### config.mk
export PLATFORM = sky130hd
export DESIGN_NAME = xbar_cell_programmer
export DESIGN_NICKNAME = d
export VERILOG_FILES = /design/src/rtl/xbar_prog_pkg.sv /design/src/rtl/xbar_pulse_timer.sv /design/src/rtl/xbar_cell_programmer.sv
export SDC_FILE = /design/constraint.sdc
export NUM_CORES = 1
export LEC_CHECK = 0
export BUFFER_PORTS_ARGS = -buffer_cell sky130_fd_sc_hd__clkbuf_2
export CORE_MARGIN = 4
export CORE_UTILIZATION = 50
export DETAILED_ROUTE_END_ITERATION = 6
export PLACE_DENSITY_LB_ADDON = 0.1
export SYNTH_ARGS = -nofsm -noshare
export SYNTH_HDL_FRONTEND = slang
export SYNTH_HIERARCHICAL = 1
export SYNTH_SLANG_ARGS = --single-unit
### constraint.sdc
create_clock -name clk -period 2.3 [get_ports clk]
set_clock_uncertainty 0.05 [all_clocks]
set_input_delay 0.345 -clock clk [delete_from_list [all_inputs] [get_ports clk]]
set_output_delay 0.345 -clock clk [all_outputs]
set_load 0.01 [all_outputs]
### src/rtl/xbar_prog_pkg.sv
// -----------------------------------------------------------------------------
// xbar_prog_pkg
// Shared definitions for the crossbar cell programmer:
//   - prog_state_e : controller states (IDLE/PULSE/SETTLE/VERIFY/RESP)
//   - VAL_SET / VAL_RESET : target-state polarity (1 = low-resistance SET)
//   - idx_width / tries_width / timer_width : port and counter width helpers
// -----------------------------------------------------------------------------
package xbar_prog_pkg;

  typedef enum logic [2:0] {
    ST_IDLE,
    ST_PULSE,
    ST_SETTLE,
    ST_VERIFY,
    ST_RESP
  } prog_state_e;

  localparam logic VAL_SET   = 1'b1;
  localparam logic VAL_RESET = 1'b0;

  // Index width for a row/column address; a single row or column still
  // gets a 1-bit address port.
  function automatic int idx_width(input int n);
    return (n > 1) ? $clog2(n) : 1;
  endfunction

  // Width that holds the largest try count, MAX_RETRY+1.
  function automatic int tries_width(input int max_retry);
    return $clog2(max_retry + 2);
  endfunction

  // Width of the pulse/settle down-counter.
  function automatic int timer_width(input int pulse_cycles, input int settle_cycles);
    int longest;
    longest = (pulse_cycles > settle_cycles) ? pulse_cycles : settle_cycles;
    return $clog2(longest + 1);
  endfunction

endpackage

### src/rtl/xbar_pulse_timer.sv
// -----------------------------------------------------------------------------
// xbar_pulse_timer
// Loadable down-counter that times the PULSE and SETTLE phases.
//   clk, rst_n  : clock / asynchronous active-low reset
//   load        : load load_value this cycle (takes priority over counting)
//   load_value  : number of cycles in the phase minus one
//   expire      : high in the final cycle of the loaded phase (count == 0)
// A phase of N cycles is loaded with N-1 on the edge that enters it; the
// counter then holds at zero until the next load.
// -----------------------------------------------------------------------------
module xbar_pulse_timer #(
  parameter int W = 3
) (
  input  logic         clk,
  input  logic         rst_n,
  input  logic         load,
  input  logic [W-1:0] load_value,
  output logic         expire
);

  logic [W-1:0] count_q;

  // NOTE: state registers use non-blocking assignments so every flop samples
  // the pre-edge values, independent of the order the blocks are evaluated.
  always_ff @(posedge clk or negedge rst_n) begin
    if (!rst_n) begin
      count_q <= '0;
    end else if (load) begin
      count_q <= load_value;
    end else if (count_q != '0) begin
      count_q <= count_q - W'(1);
    end
  end

  assign expire = (count_q == '0);

endmodule

### src/rtl/xbar_cell_programmer.sv
// -----------------------------------------------------------------------------
// xbar_cell_programmer
// Write-side controller for the memristive crossbar. Accepts one program
// command at a time, pulses the addressed cell with SET or RESET, waits for
// the cell to settle, reads it back, and retries up to MAX_RETRY extra times
// before reporting the outcome.
//
// Ports
//   clk, rst_n           : clock / asynchronous active-low reset
//   cmd_valid/cmd_ready  : command handshake (ready only in IDLE)
//   cmd_row, cmd_col     : target cell address
//   cmd_val              : target state, 1 = SET, 0 = RESET
//   wl_sel, bl_sel       : one-hot wordline/bitline selects, zero when idle
//   set_pulse            : SET pulse enable
//   reset_pulse          : RESET pulse enable
//   read_en              : verify-read strobe
//   sense_in             : sensed cell state, sampled at the end of read_en
//   rsp_valid/rsp_ready  : status handshake
//   rsp_ok               : 1 = cell verified at target
//   rsp_tries            : pulses issued for this command
// -----------------------------------------------------------------------------
module xbar_cell_programmer
  import xbar_prog_pkg::*;
#(
  parameter int ROWS          = 2,
  parameter int COLS          = 4,
  parameter int PULSE_CYCLES  = 4,
  parameter int SETTLE_CYCLES = 2,
  parameter int MAX_RETRY     = 3,
  localparam int ROW_W = idx_width(ROWS),
  localparam int COL_W = idx_width(COLS),
  localparam int TRY_W = tries_width(MAX_RETRY)
) (
  input  logic             clk,
  input  logic             rst_n,
  input  logic             cmd_valid,
  output logic             cmd_ready,
  input  logic [ROW_W-1:0] cmd_row,
  input  logic [COL_W-1:0] cmd_col,
  input  logic             cmd_val,
  output logic [ROWS-1:0]  wl_sel,
  output logic [COLS-1:0]  bl_sel,
  output logic             set_pulse,
  output logic             reset_pulse,
  output logic             read_en,
  input  logic             sense_in,
  output logic             rsp_valid,
  input  logic             rsp_ready,
  output logic             rsp_ok,
  output logic [TRY_W-1:0] rsp_tries
);

  localparam int TMR_W = timer_width(PULSE_CYCLES, SETTLE_CYCLES);

  localparam logic [TMR_W-1:0] PULSE_LOAD  = TMR_W'(PULSE_CYCLES - 1);
  localparam logic [TMR_W-1:0] SETTLE_LOAD = TMR_W'(SETTLE_CYCLES - 1);
  localparam logic [TRY_W-1:0] TRIES_MAX   = TRY_W'(MAX_RETRY + 1);

  prog_state_e state_q, state_d;

  logic [ROW_W-1:0] row_q;
  logic [COL_W-1:0] col_q;
  logic             val_q;
  logic [TRY_W-1:0] tries_q;
  logic             ok_q;

  logic             cmd_in_range;
  logic             accept;
  logic             verify_pass;
  logic             retry;
  logic             sel_active;
  logic             in_pulse;

  logic             tmr_load;
  logic [TMR_W-1:0] tmr_value;
  logic             tmr_expire;

  // ---------------------------------------------------------------------------
  // Phase timer
  // ---------------------------------------------------------------------------
  xbar_pulse_timer #(
    .W(TMR_W)
  ) u_timer (
    .clk        (clk),
    .rst_n      (rst_n),
    .load       (tmr_load),
    .load_value (tmr_value),
    .expire     (tmr_expire)
  );

  // Addresses wider than the array (non-power-of-two ROWS/COLS) are rejected
  // without ever touching a select line.
  assign cmd_in_range = (int'(cmd_row) < ROWS) && (int'(cmd_col) < COLS);
  assign accept       = (state_q == ST_IDLE) && cmd_valid;
  assign verify_pass  = (state_q == ST_VERIFY) && (sense_in == val_q);

  // ---------------------------------------------------------------------------
  // State register
  // ---------------------------------------------------------------------------
  always_ff @(posedge clk or negedge rst_n) begin
    if (!rst_n) begin
      state_q <= ST_IDLE;
    end else begin
      state_q <= state_d;
    end
  end

  // ---------------------------------------------------------------------------
  // Next-state logic and timer control
  // ---------------------------------------------------------------------------
  // NOTE: every signal driven here gets a default before the case statement,
  // so no path leaves a value unassigned and no latch is inferred.
  always_comb begin
    state_d   = state_q;
    tmr_load  = 1'b0;
    tmr_value = '0;
    retry     = 1'b0;

    unique case (state_q)
      ST_IDLE: begin
        if (cmd_valid) begin
          if (cmd_in_range) begin
            state_d   = ST_PULSE;
            tmr_load  = 1'b1;
            tmr_value = PULSE_LOAD;
          end else begin
            state_d = ST_RESP;
          end
        end
      end

      ST_PULSE: begin
        if (tmr_expire) begin
          state_d   = ST_SETTLE;
          tmr_load  = 1'b1;
          tmr_value = SETTLE_LOAD;
        end
      end

      ST_SETTLE: begin
        if (tmr_expire) begin
          state_d = ST_VERIFY;
        end
      end

      ST_VERIFY: begin
        if (sense_in == val_q) begin
          state_d = ST_RESP;
        end else if (tries_q < TRIES_MAX) begin
          state_d   = ST_PULSE;
          tmr_load  = 1'b1;
          tmr_value = PULSE_LOAD;
          retry     = 1'b1;
        end else begin
          state_d = ST_RESP;
        end
      end

      ST_RESP: begin
        if (rsp_ready) begin
          state_d = ST_IDLE;
        end
      end

      default: begin
        state_d = ST_IDLE;
      end
    endcase
  end

  // ---------------------------------------------------------------------------
  // Command latch, try counter and verify result
  // ---------------------------------------------------------------------------
  always_ff @(posedge clk or negedge rst_n) begin
    if (!rst_n) begin
      row_q   <= '0;
      col_q   <= '0;
      val_q   <= VAL_RESET;
      tries_q <= '0;
      ok_q    <= 1'b0;
    end else if (accept) begin
      row_q   <= cmd_row;
      col_q   <= cmd_col;
      val_q   <= cmd_val;
      ok_q    <= 1'b0;
      // Entering PULSE counts as the first try; a rejected command reports 0.
      tries_q <= cmd_in_range ? TRY_W'(1) : '0;
    end else if (retry) begin
      if (tries_q != TRIES_MAX) begin
        tries_q <= tries_q + TRY_W'(1);
      end
    end else if (verify_pass) begin
      ok_q <= 1'b1;
    end
  end

  // ---------------------------------------------------------------------------
  // Outputs
  // ---------------------------------------------------------------------------
  // NOTE: outputs are decoded combinationally from the asynchronously reset
  // state register, so selects and pulses fall the moment rst_n drops rather
  // than waiting for a clock edge.
  assign sel_active = (state_q == ST_PULSE) || (state_q == ST_SETTLE) ||
                      (state_q == ST_VERIFY);
  assign in_pulse   = (state_q == ST_PULSE);

  assign wl_sel      = sel_active ? (ROWS'(1) << row_q) : '0;
  assign bl_sel      = sel_active ? (COLS'(1) << col_q) : '0;
  assign set_pulse   = in_pulse && (val_q == VAL_SET);
  assign reset_pulse = in_pulse && (val_q == VAL_RESET);
  assign read_en     = (state_q == ST_VERIFY);

  assign cmd_ready = (state_q == ST_IDLE);
  assign rsp_valid = (state_q == ST_RESP);
  assign rsp_ok    = rsp_valid && ok_q;
  assign rsp_tries = rsp_valid ? tries_q : '0;

endmodule

Word-level counts from Yosys, hierarchy flattened. Index checks and enable logic that the tools add are counted.

$add $sub $neg: 2. Magnitude comparators: 1. Equality and inequality tests: 11. Shifts and indexed selects: 2. Mux-type cells: 29. Bitwise gates (word level): 1. Reductions and logical operators: 17.

Operator list (count): $mux W3 (12); $pmux W3 S5 (1); $mux W1 (9); $mux W2 (4); $reduce_bool A2 Y1 (4); $eq A3 B2 Y1 const B (2); $logic_not A3 Y1 (2); $ne A2 B2 Y1 const B (3); $pmux W2 S3 (1); $logic_and A1 B1 Y1 (5); $mux W4 (1); $ne A2 B1 Y1 const B (2); $reduce_and A2 Y1 (2); $reduce_and A4 Y1 (1); $shl A1 B2 Y4 const A (1); $add A3 B1 Y3 const B (1); $eq A3 B1 Y1 const B (1); $eq A3 B3 Y1 const B (1); $lt A3 B3 Y1 const B (1); $ne A3 B3 Y1 const B (1); $pmux W1 S3 (1); $reduce_bool A3 Y1 (1); $sub A3 B1 Y3 const B (1); $logic_or A1 B1 Y1 (2); other kinds (3) (3).

Register bits: 14. Output and inout port bits: 15. Logic and storage cells: 70.

Depth between registers and ports, before layout. Gate-level depths: netlist of run 1.

Depth in word-level cells: 6. Mapped depth: 7. Mapped depth without buffers: 7.

By module. The synthesis of run 1 kept the hierarchy.

By module, submodules not included: xbar_cell_programmer (times used 1, cells each 75, area each 678.2 µm²); xbar_pulse_timer (times used 1, cells each 21, area each 200.2 µm²).

Worst setup path after synthesis of run 1. OpenSTA, ideal clock, no wires.

Kind: reg2reg. Start: register u_timer.count_q[0]. End: register u_timer.count_q[0]. Data arrival time: 1497 ps. Required time: 2113 ps. Setup slack: 615 ps. Stages on the path, launching flop included: 8. Path buffers: 0. Clock period less this slack: 1685 ps. Cells stage by stage: dfrtp_1 -> inv_1 -> ha_1 -> nand2b_1 -> inv_1 -> a311o_1 -> nor4b_1 -> a221oi_1.

Longest elaborated chain between the ends: 4. Elaborated cells between the ends (all ways): 10. Those cells by class: 1 x add/sub; 6 x mux; 3 x reduce/logical.

RTL lines: from (decl) (line xbar_pulse_timer.sv:21) `logic [W-1:0] count_q;`; from (signal assigned) (line xbar_pulse_timer.sv:29) `count_q <= load_value;`; from (signal assigned) (line xbar_pulse_timer.sv:31) `count_q <= count_q - W'(1);`; $logic_not A3 Y1 * (line xbar_pulse_timer.sv:35) `assign expire = (count_q == '0);`; via tmr_expire (line xbar_cell_programmer.sv:76) `logic tmr_expire;`; $mux W1 * (line xbar_cell_programmer.sv:133) `if (tmr_expire) begin`; $pmux W1 S3 * (line xbar_cell_programmer.sv:119) `unique case (state_q)`; via tmr_load (line xbar_cell_programmer.sv:74) `logic tmr_load;`; $mux W3 / $reduce_bool A2 Y1 (equally long branches).

Mark *: on every way through the listed nets, which the timed path passes. The rest lies on a longest branch. The select of a mux whose other input is x is not followed. A chain may end at the register's enable or synchronous reset.

Worst setup path in the final report of run 1.
Start: register state_q[0]. End: output port rsp_tries[1].

Longest elaborated chain between the ends: 2.

RTL lines: from (decl) (line xbar_cell_programmer.sv:59) `prog_state_e state_q, state_d;`; from (signal assigned) (line xbar_cell_programmer.sv:104) `state_q <= state_d;`; $eq A3 B3 Y1 (line xbar_cell_programmer.sv:214) `assign rsp_valid = (state_q == ST_RESP);`; $mux W3 (line xbar_cell_programmer.sv:216) `assign rsp_tries = rsp_valid ? tries_q : '0;`; to (decl) (line xbar_cell_programmer.sv:50) `output logic [TRY_W-1:0] rsp_tries`.

Every way passes these cells.

==> reports/summary.txt, run 1 <==
die area: 2490 µm²
Overall Power: 0.00146 W
mean routed wirelength per cell: 13.8 µm
Initial Utilization: 0.557
FMAX: 469 MHz
Synth Area in XOR/XNOR: 0.00997
Arr. time, crit path: 1740 ps
min Tclk post-route: 2130 ps
fill cell count: 149
simple-gate portion of the synthesized area: 0.330
worst setup path start: state_q[0]$_DFFE_PN0P_
GRT Total Usage: 0.168
final RePlAce weighted congestion: 0.861
mux share of post-synthesis cell area: 0.0527
antenna violations before repair: 0
n_diodes: 0
Clock Latency Late Sink: 280 ps
Remaining DRCs: 0
DRT Pass-1 Iters: 4
# clock sinks: 14
drt via density: 5.45
post-DP HPWL: 1420 µm
Syn. warnings: 6
Yosys reg bits: 14
Area Overhead vs Synth: 18.7%
# rows: 14
WP data required: 1900 ps
Vias: 746
Bufs on Longest Clock Path: 2
outcome: completed
CP Max Fanout: 12
RSZ-0062 raised after global routing: no
Clock transition at path regs: 90 ps
Core ar.: 1580 µm²
CTS Buf Count: 3
Worst VDD drop: 679 µV
main combinational cell family by area after synthesis: simple AND/OR/NAND/NOR gates
I/O Pins: 24
post-synth cell types: 33
TritonCTS clock tree: yes
number of global-route vias before repair: 742
sequential fraction of the synthesis area: 0.399
most common cell after layout, fill and taps aside: clkbuf_2
DIE WIDTH: 49.9 µm
Critical R2R Launch: state_q[2]$_DFFE_PN0P_
Compound-Gate Fraction of Synth Area: 0.0798
launch point of the worst hold path: cmd_col[0]
global-route wire length before repair: 3250 µm
Post-Syn Area: 878 µm²
Syn Nets: 109
number of synthesized flops with an enable pin: 0
Startpoint Class: register
post-route ant nets: 0
Async SR Flop Fraction: 1.00
syn_area_per_cell: 9.15 µm²
largest net degree at the start of global routing: 16
Hold Path Class: in -> reg
Synth Area in Adders: 0.0570
global-route congestion overflow total: 0
Critical Path End Type: primary output
P per Cell Area: 1410 nW/µm²
max-cap violations: 0
Tcrit/Tclk final: 0.927
leak pwr: 0.580 nW
commonest cells after routing, fill and taps aside: 23 x clkbuf_2, 16 x nand2_1, 14 x dfrtp_1, 10 x nor2_1, 9 x inv_1
I/O Buffers: 23
Die Y: 49.9 µm
dominant synthesized flop cell: dfrtp_1
Synth Instances: 96
drt total wl: 1880 µm
setup TNS: 0 ps
fin nets: 135
fin. max-slew vios: 0
critical path type: reg -> out
# setup viols final: 0
H-Tree Depth: 1
final hold violation count: 0
Root Buffer: clkbuf_4
layout cell share with drive strength beyond 1: 0.273
First DRT Iteration DRCs: 12
-- state kept, by name, indices dropped and copies added, names as in the netlist --
register and flops:
col_q 2, row_q 1, state_q 3, ok_q 1
u_timer/count_q 3, tries_q 3, val_q 1
-- metal layers --
metal | track usage | share of wire | vias to the layer above
met2 | 0.284 | 0.51 | 17
met3 | 0.0663 | 0.058 | 2
met5 | 0 | 0 | -
met1 | 0.198 | 0.43 | 352
li1 | - | - | 375
met4 | 0.0415 | 0.0064 | 0
-- stage by stage --
step	setup slack (ps)	hold WS [ps]	cells	util	area, µm²
final	168	207	137	0.661	1040
after global placement	448	224	132	0.632	996
after detailed placement	402	224	132	0.632	996
after floorplan	615	-0.591	96	-	878
after global routing	7.57	201	137	0.661	1040
after CTS	167	203	137	0.661	1040
-- layout make-up --
class	instances	area, µm²	area share
Clock buffer	4	36.3	0.0348
Sequential cell	14	350	0.336
Tap cell	16	20.0	0.0192
Timing Repair Buffer	25	133	0.127
Multi-Input combinational cell	69	469	0.450
Inverter	9	33.8	0.0324
-- worst max-delay path, stage by stage (launching register included) --
cell,delay [ps]
dfrtp_1,550
nor2_1,430
nand2_1,190
nor2_1,140
clkbuf_2,140
-- path summary, 6_finish.rpt --
path,end,depth (start not counted),slack (ps)
hold reg to reg,row_q$_DFFE_PN0N_,2,470
setup reg to reg,u_timer/count_q[0]$_DFFE_PN0P_,5,360
hold / removal,col_q[0]$_DFFE_PN0N_,3,210
min in group asynchronous,u_timer/count_q[1]$_DFFE_PN0P_,2,430
max in group asynchronous,col_q[1]$_DFFE_PN0N_,2,1500
setup / recovery,rsp_tries[1],4,170
-- power by group --
group	total [W]	internal, W	switching, W
Clock	0.000178	0.0000964	0.0000819
Combinational	0.000755	0.000358	0.000397
Sequential	0.000531	0.000365	0.000166
Total	0.00146	0.000819	0.000645
-- logic make-up after synthesis --
kind of cell,after synthesis
xor+xnor,1
buf+inv,13
fa+ha+maj,4
flops,14
compound gates,10
simple gates,49
mux,4
other cells,1
-- synth_stat cells (3+ instances only) --
cell	number	area, µm²
nor3_1	3	15.0
nor4b_1	4	35.0
inv_1	9	33.8
ha_1	4	50.1
nor2b_1	3	18.8
nor2_1	10	37.5
nand2_1	16	60.1
dfrtp_1	14	350
and3_1	4	25.0
-- what timing repair did --
action	CTS	global route
setup buffers	0	0
gates resized for setup	0	0
hold endpoints to repair	14	0
hold buffers	1	0
No activity file was read; power rests on OpenSTA's default activity.
==> run 2, diff against run 1 <==
--- a/config.mk
+++ b/config.mk
@@ -10,5 +10,5 @@
 export CORE_UTILIZATION = 50
 export DETAILED_ROUTE_END_ITERATION = 6
-export PLACE_DENSITY_LB_ADDON = 0.1
+export PLACE_DENSITY_LB_ADDON = 0.25
 export SYNTH_ARGS = -nofsm -noshare
 export SYNTH_HDL_FRONTEND = slang
==> constraint.sdc (replaced) <==
create_clock -name clk -period 2.3 [get_ports clk]
set_clock_uncertainty 0.05 [all_clocks]
set_input_delay 0.115 -clock clk [delete_from_list [all_inputs] [get_ports clk]]
set_output_delay 0.115 -clock clk [all_outputs]
set_load 0.01 [all_outputs]
==> run 2 against run 1 <==
  * Core utilization up 3.2 points
  * Fmax up 8.7%
  * Via count up 3.5%
  * Sequential power up 0.8%
  * Sequential cell count unchanged
  * Wire length up 4.7%
  * Die area unchanged
  * Largest power group unchanged
  * Highest routed layer unchanged
  * Hold slack worse by 53 ps
  * Cell area up 4.8%
  * Critical path depth up 1
==> reports/summary.txt, run 2 (synthesized netlist as in run 1, its figures left out) <==
outcome: completed
GRT Total Usage: 0.183 (+0.0149)
wire length on met1: 927 µm (+15%)
Clock Latency Late Sink: 290 ps (about the same)
setup TNS: 0 ps (unchanged)
I/O Pins: 24 (unchanged)
fin. max-slew vios: 0 (unchanged)
post-DP HPWL: 1440 µm (+1.5%)
Die Y: 49.9 µm (unchanged)
Bufs on Longest Clock Path: 2 (unchanged)
final hold violation count: 0 (unchanged)
Routed met3 length: 74 µm (-33%)
post-CTS sizing: 0 (unchanged)
I/O Buffers: 23 (unchanged)
# rows: 14 (unchanged)
global-route congestion overflow total: 0 (unchanged)
R2R Setup Slk: 340 ps (-20 ps)
Overall Power: 0.00148 W (+0.82%)
Initial Utilization: 0.557 (unchanged)
CP max stage cell: dfrtp_1
Vias: 772 (+3.5%)
FMAX: 510 MHz (+8.7%)
Worst Hold Path EP: state_q[0]$_DFFE_PN0P_
mean routed wirelength per cell: 13.9 µm (+1.0%)
number of global-route vias before repair: 765 (+3.1%)
global-route wire length before repair: 3450 µm (+6.2%)
First DRT Iteration DRCs: 14 (+2)
post-route ant nets: 0 (unchanged)
drt via density: 5.44 (-0.16%)
Hold Path Stages: 3 (unchanged)
Startpoint Class: register
fin nets: 140 (+3.7%)
# setup viols final: 0 (unchanged)
die area: 2490 µm² (unchanged)
Worst VDD drop: 733 µV (+8.0%)
hold_buf cts: 5 (+4)
Critical Path End Type: register
Hold Path Class: in -> reg
leak pwr: 0.600 nW (+3.6%)
DIE WIDTH: 49.9 µm (unchanged)
Core ar.: 1580 µm² (unchanged)
commonest cells after routing, fill and taps aside: 23 x clkbuf_2, 16 x nand2_1, 14 x dfrtp_1, 10 x nor2_1, 9 x inv_1
Largest regs: state_q: 3 flops, tries_q: 3 flops, u_timer/count_q: 3 flops
Clock transition at path regs: 90 ps (about the same)
largest net degree at the start of global routing: 16 (unchanged)
Critical R2R Launch: state_q[2]$_DFFE_PN0P_
layout cell share with drive strength beyond 1: 0.262 (-0.0108)
critical path type: reg -> reg
R2R depth: 5 (unchanged)
Tcrit/Tclk final: 0.853 (-0.0739)
Arr. time, crit path: 2060 ps (+320 ps)
worst path cell trace: nand3b_4 > nor3_1 > a311o_1 > nor4b_1 > a221oi_1
min Tclk post-route: 1960 ps (-170 ps)
RSZ-0062 raised after global routing: no
CP Max Fanout: 15 (+3)
H-Tree Depth: 1 (unchanged)
final RePlAce weighted congestion: 0.752 (-13%)
Critical Path Max Stage Delay: 640 ps (+90 ps)
Max Used Layer: met4
R2R Path End: u_timer/count_q[0]$_DFFE_PN0P_
drt total wl: 1970 µm (+4.7%)
most common cell after layout, fill and taps aside: clkbuf_2
Remaining DRCs: 0 (unchanged)
CTS Buf Count: 3 (unchanged)
antenna violations before repair: 0 (unchanged)
# clock sinks: 14 (unchanged)
TritonCTS clock tree: yes
DRT Pass-1 Iters: 4 (unchanged)
WL met2: 938 µm (-2.0%)
Root Buffer: clkbuf_4
n_diodes: 0 (unchanged)
launch point of the worst hold path: cmd_valid
max-cap violations: 0 (unchanged)
P per Cell Area: 1350 nW/µm² (-3.8%)
postcts setup bufs: 0 (unchanged)
Area Overhead vs Synth: 24.4%
WP data required: 2400 ps (+500 ps)
==> run 2: worst max path at each step <==
stage / slack [ps] / endpoint / start
4_1_cts: 350 / u_timer/count_q[0]$_DFFE_PN0P_ / state_q[2]$_DFFE_PN0P_
3_5_place_dp: 370 / u_timer/count_q[0]$_DFFE_PN0P_ / state_q[2]$_DFFE_PN0P_
5_1_grt: 170 / u_timer/count_q[1]$_DFFE_PN0P_ / u_timer/count_q[0]$_DFFE_PN0P_
2_1_floorplan: 620 / u_timer/count_q[0]$_DFFE_PN0P_ / u_timer/count_q[0]$_DFFE_PN0P_
3_3_place_gp: 480 / u_timer/count_q[0]$_DFFE_PN0P_ / u_timer/count_q[0]$_DFFE_PN0P_
6_report: 340 / u_timer/count_q[0]$_DFFE_PN0P_ / state_q[2]$_DFFE_PN0P_
==> run 2: layer usage <==
layer	vias up	GRT usage
li1	385	-
met1	365	0.233
met2	18	0.295
met3	4	0.0392
met4	0	0.0829
met5	-	0
==> run 2: metrics by stage <==
step	cells	instance area [µm²]	utilization	hold WS (ps)	setup WS [ps]
2_1_floorplan	96	878	-	-231	615
3_3_place_gp	132	996	0.632	-10.8	481
3_5_place_dp	132	996	0.632	-4.70	372
4_1_cts	141	1080	0.687	3.56	350
5_1_grt	142	1090	0.693	211	170
6_report	142	1090	0.693	154	338
==> run 2: final cells by class <==
type,count,area [µm²]
fill,145,484
multi-input combinational,69,469
sequential,14,350
timing repair buffer,30,183
clock buffer,4,36.3
inverter,9,33.8
tap,16,20.0
==> run 2: report_power, final <==
part / internal [W] / switching [W]
registers: 0.000365 / 0.000170
logic: 0.000362 / 0.000401
clock network: 0.0000964 / 0.0000823
total: 0.000824 / 0.000653
==> run 2: worst max-delay path: cells and delay by family, from the launching register on <==
family	cells	cell delay, ps
simple gates	3	660
compound gates	2	460
flops	1	640
==> run 3, diff against run 2 <==
CORE_UTILIZATION = 51   (was 50)
clock period = 2.5 ns   (was 2.3 ns; I/O delays follow)
==> run 3 against run 2 <==
  * Sequential cell count is the same
  * Critical path type unchanged
  * Fmax increased by 2.0%
  * Cell count is 0.70% lower
  * Register-to-register slack gained 240 ps
==> reports/summary.txt, run 3 (synthesized netlist as in run 1, its figures left out) <==
outcome: completed
# setup viols final: 0 (unchanged)
CP Max Fanout: 15 (unchanged)
Tcrit/Tclk final: 0.769 (-0.0838)
fin nets: 140 (unchanged)
Initial Utilization: 0.563 (+0.00626)
Critical R2R Launch: state_q[2]$_DFFE_PN0P_
H-Tree Depth: 1 (unchanged)
placed cell count: 132 (unchanged)
Vias: 759 (-1.7%)
DIE WIDTH: 49.5 µm (-0.82%)
worst setup path start: state_q[2]$_DFFE_PN0P_
# rows: 14 (unchanged)
hold_buf cts: 6 (+1)
TritonCTS clock tree: yes
Seq pwr share: 0.370 (+0.008)
Remaining DRCs: 0 (unchanged)
commonest cells after routing, fill and taps aside: 23 x clkbuf_2, 16 x nand2_1, 14 x dfrtp_1, 10 x nor2_1, 9 x inv_1
setup TNS: 0 ps (unchanged)
Worst Hold Path EP: state_q[0]$_DFFE_PN0P_
# clock sinks: 14 (unchanged)
drt total wl: 1860 µm (-5.7%)
Arr. time, crit path: 2020 ps (-40 ps)
drt via density: 5.38 (-0.99%)
Startpoint Class: register
R2R Setup Slk: 580 ps (+240 ps)
sw frac: 0.447 (+0.00449)
Worst VDD drop: 661 µV (-9.9%)
post-DP HPWL: 1360 µm (-5.9%)
Critical Path End Type: register
critical path type: reg -> reg
max-cap violations: 0 (unchanged)
I/O Pins: 24 (unchanged)
Int Pwr: 0.000727 W (-12%)
I/O Buffers: 23 (unchanged)
fin. max-slew vios: 0 (unchanged)
most common cell after layout, fill and taps aside: clkbuf_2
post-CTS sizing: 0 (unchanged)
largest net degree at the start of global routing: 16 (unchanged)
n_diodes: 0 (unchanged)
leak pwr: 0.593 nW (-1.2%)
RSZ-0062 raised after global routing: no
Die Y: 49.5 µm (-0.82%)
Bufs on Longest Clock Path: 2 (unchanged)
Core ar.: 1560 µm² (-1.1%)
P per Cell Area: 1220 nW/µm² (-9.9%)
Clock Latency Late Sink: 280 ps (about the same)
FMAX: 520 MHz (+2.0%)
Area Overhead vs Synth: 22.8%
Hold Path Class: in -> reg
post-route insts no fill: 141 (-0.70%)
DRT Pass-1 Iters: 4 (unchanged)
antenna violations before repair: 0 (unchanged)
WP data required: 2600 ps (+200 ps)
Largest regs: state_q: 3 flops, tries_q: 3 flops, u_timer/count_q: 3 flops
Root Buffer: clkbuf_4
global-route wire length before repair: 3370 µm (-2.4%)
global-route congestion overflow total: 0 (unchanged)
Hold Path Stages: 3 (unchanged)
final RePlAce weighted congestion: 0.764 (+1.6%)
GRT Total Usage: 0.177 (-0.00665)
Critical Path Max Stage Delay: 640 ps (about the same)
postcts setup bufs: 0 (unchanged)
number of global-route vias before repair: 761 (-0.52%)
min Tclk post-route: 1920 ps (-38.9 ps)
final hold violation count: 0 (unchanged)
R2R Path End: u_timer/count_q[0]$_DFFE_PN0P_
layout cell share with drive strength beyond 1: 0.256 (-0.00590)
worst path cell trace: nor4b_4 > buf_4 > a311o_1 > nor4b_1 > a221oi_1
Gate power share: 0.536 (+0.019)
Finished Cell Area: 1080 µm² (-1.3%)
CP max stage cell: dfrtp_1
CTS Buf Count: 3 (unchanged)
launch point of the worst hold path: cmd_valid
Clock Power Share: 0.094 (-0.027)
area post-placement: 996 µm² (unchanged)
Clock transition at path regs: 80 ps (about the same)
mean routed wirelength per cell: 13.2 µm (-5.0%)
R2R depth: 5 (unchanged)
P_sw: 0.000587 W (-10%)
First DRT Iteration DRCs: 27 (+13)
post-route ant nets: 0 (unchanged)
die area: 2450 µm² (-1.6%)
fill cell count: 127 (-12%)
==> run 3: worst max path at each step <==
stage                                           endpoint  slack (ps)  cells after the start
final                     u_timer/count_q[0]$_DFFE_PN0P_         580                      5
after global routing      u_timer/count_q[0]$_DFFE_PN0P_         380                      5
after CTS                 u_timer/count_q[0]$_DFFE_PN0P_         560                      5
after detailed placement  u_timer/count_q[0]$_DFFE_PN0P_         570                      5
after global placement    u_timer/count_q[0]$_DFFE_PN0P_         680                      5
after floorplan           u_timer/count_q[0]$_DFFE_PN0P_         820                      7
==> run 3: final cells by class <==
type / count / area [µm²] / share of cell area
clock buffer: 3 / 22.5 / 0.0209
inverter: 9 / 33.8 / 0.0313
multi-input combinational: 69 / 469 / 0.435
sequential: 14 / 350 / 0.325
tap: 16 / 20.0 / 0.0186
timing repair buffer: 30 / 183 / 0.169
==> run 3: critical path: cells and delay by family, from the launching register on <==
family / cells / cell delay [ps]
buffers and inverters: 1 / 180
AND/OR/NAND/NOR: 2 / 420
AO/OA/AOI/OAI: 2 / 500
flip-flops: 1 / 640
==> run 3: power by group through the flow <==
stage                     logic, W  clock network (W)  registers, W
after detailed placement  0.000697                  0      0.000490
after floorplan           0.000576                  0      0.000413
after CTS                 0.000706           0.000130      0.000485
after global routing      0.000794           0.000143      0.000512
after global placement    0.000675                  0      0.000485
final                     0.000704           0.000123      0.000487
==> run 3: metrics by stage <==
step | power (W) | hold slack (ps) | setup slack, ps | util
5_1_grt | 0.00145 | 184 | 376 | 0.692
3_3_place_gp | 0.00116 | -0.823 | 684 | 0.639
6_report | 0.00131 | 151 | 577 | 0.692
4_1_cts | 0.00132 | 146 | 564 | 0.692
2_1_floorplan | 0.000989 | -221 | 815 | -
3_5_place_dp | 0.00119 | -2.22 | 571 | 0.639
==> run 3: routing by layer <==
metal | global-route usage | wire length (µm)
met3 | 0.0572 | 118
met2 | 0.299 | 920
met4 | 0.0415 | 0
met5 | 0 | 0
met1 | 0.217 | 822
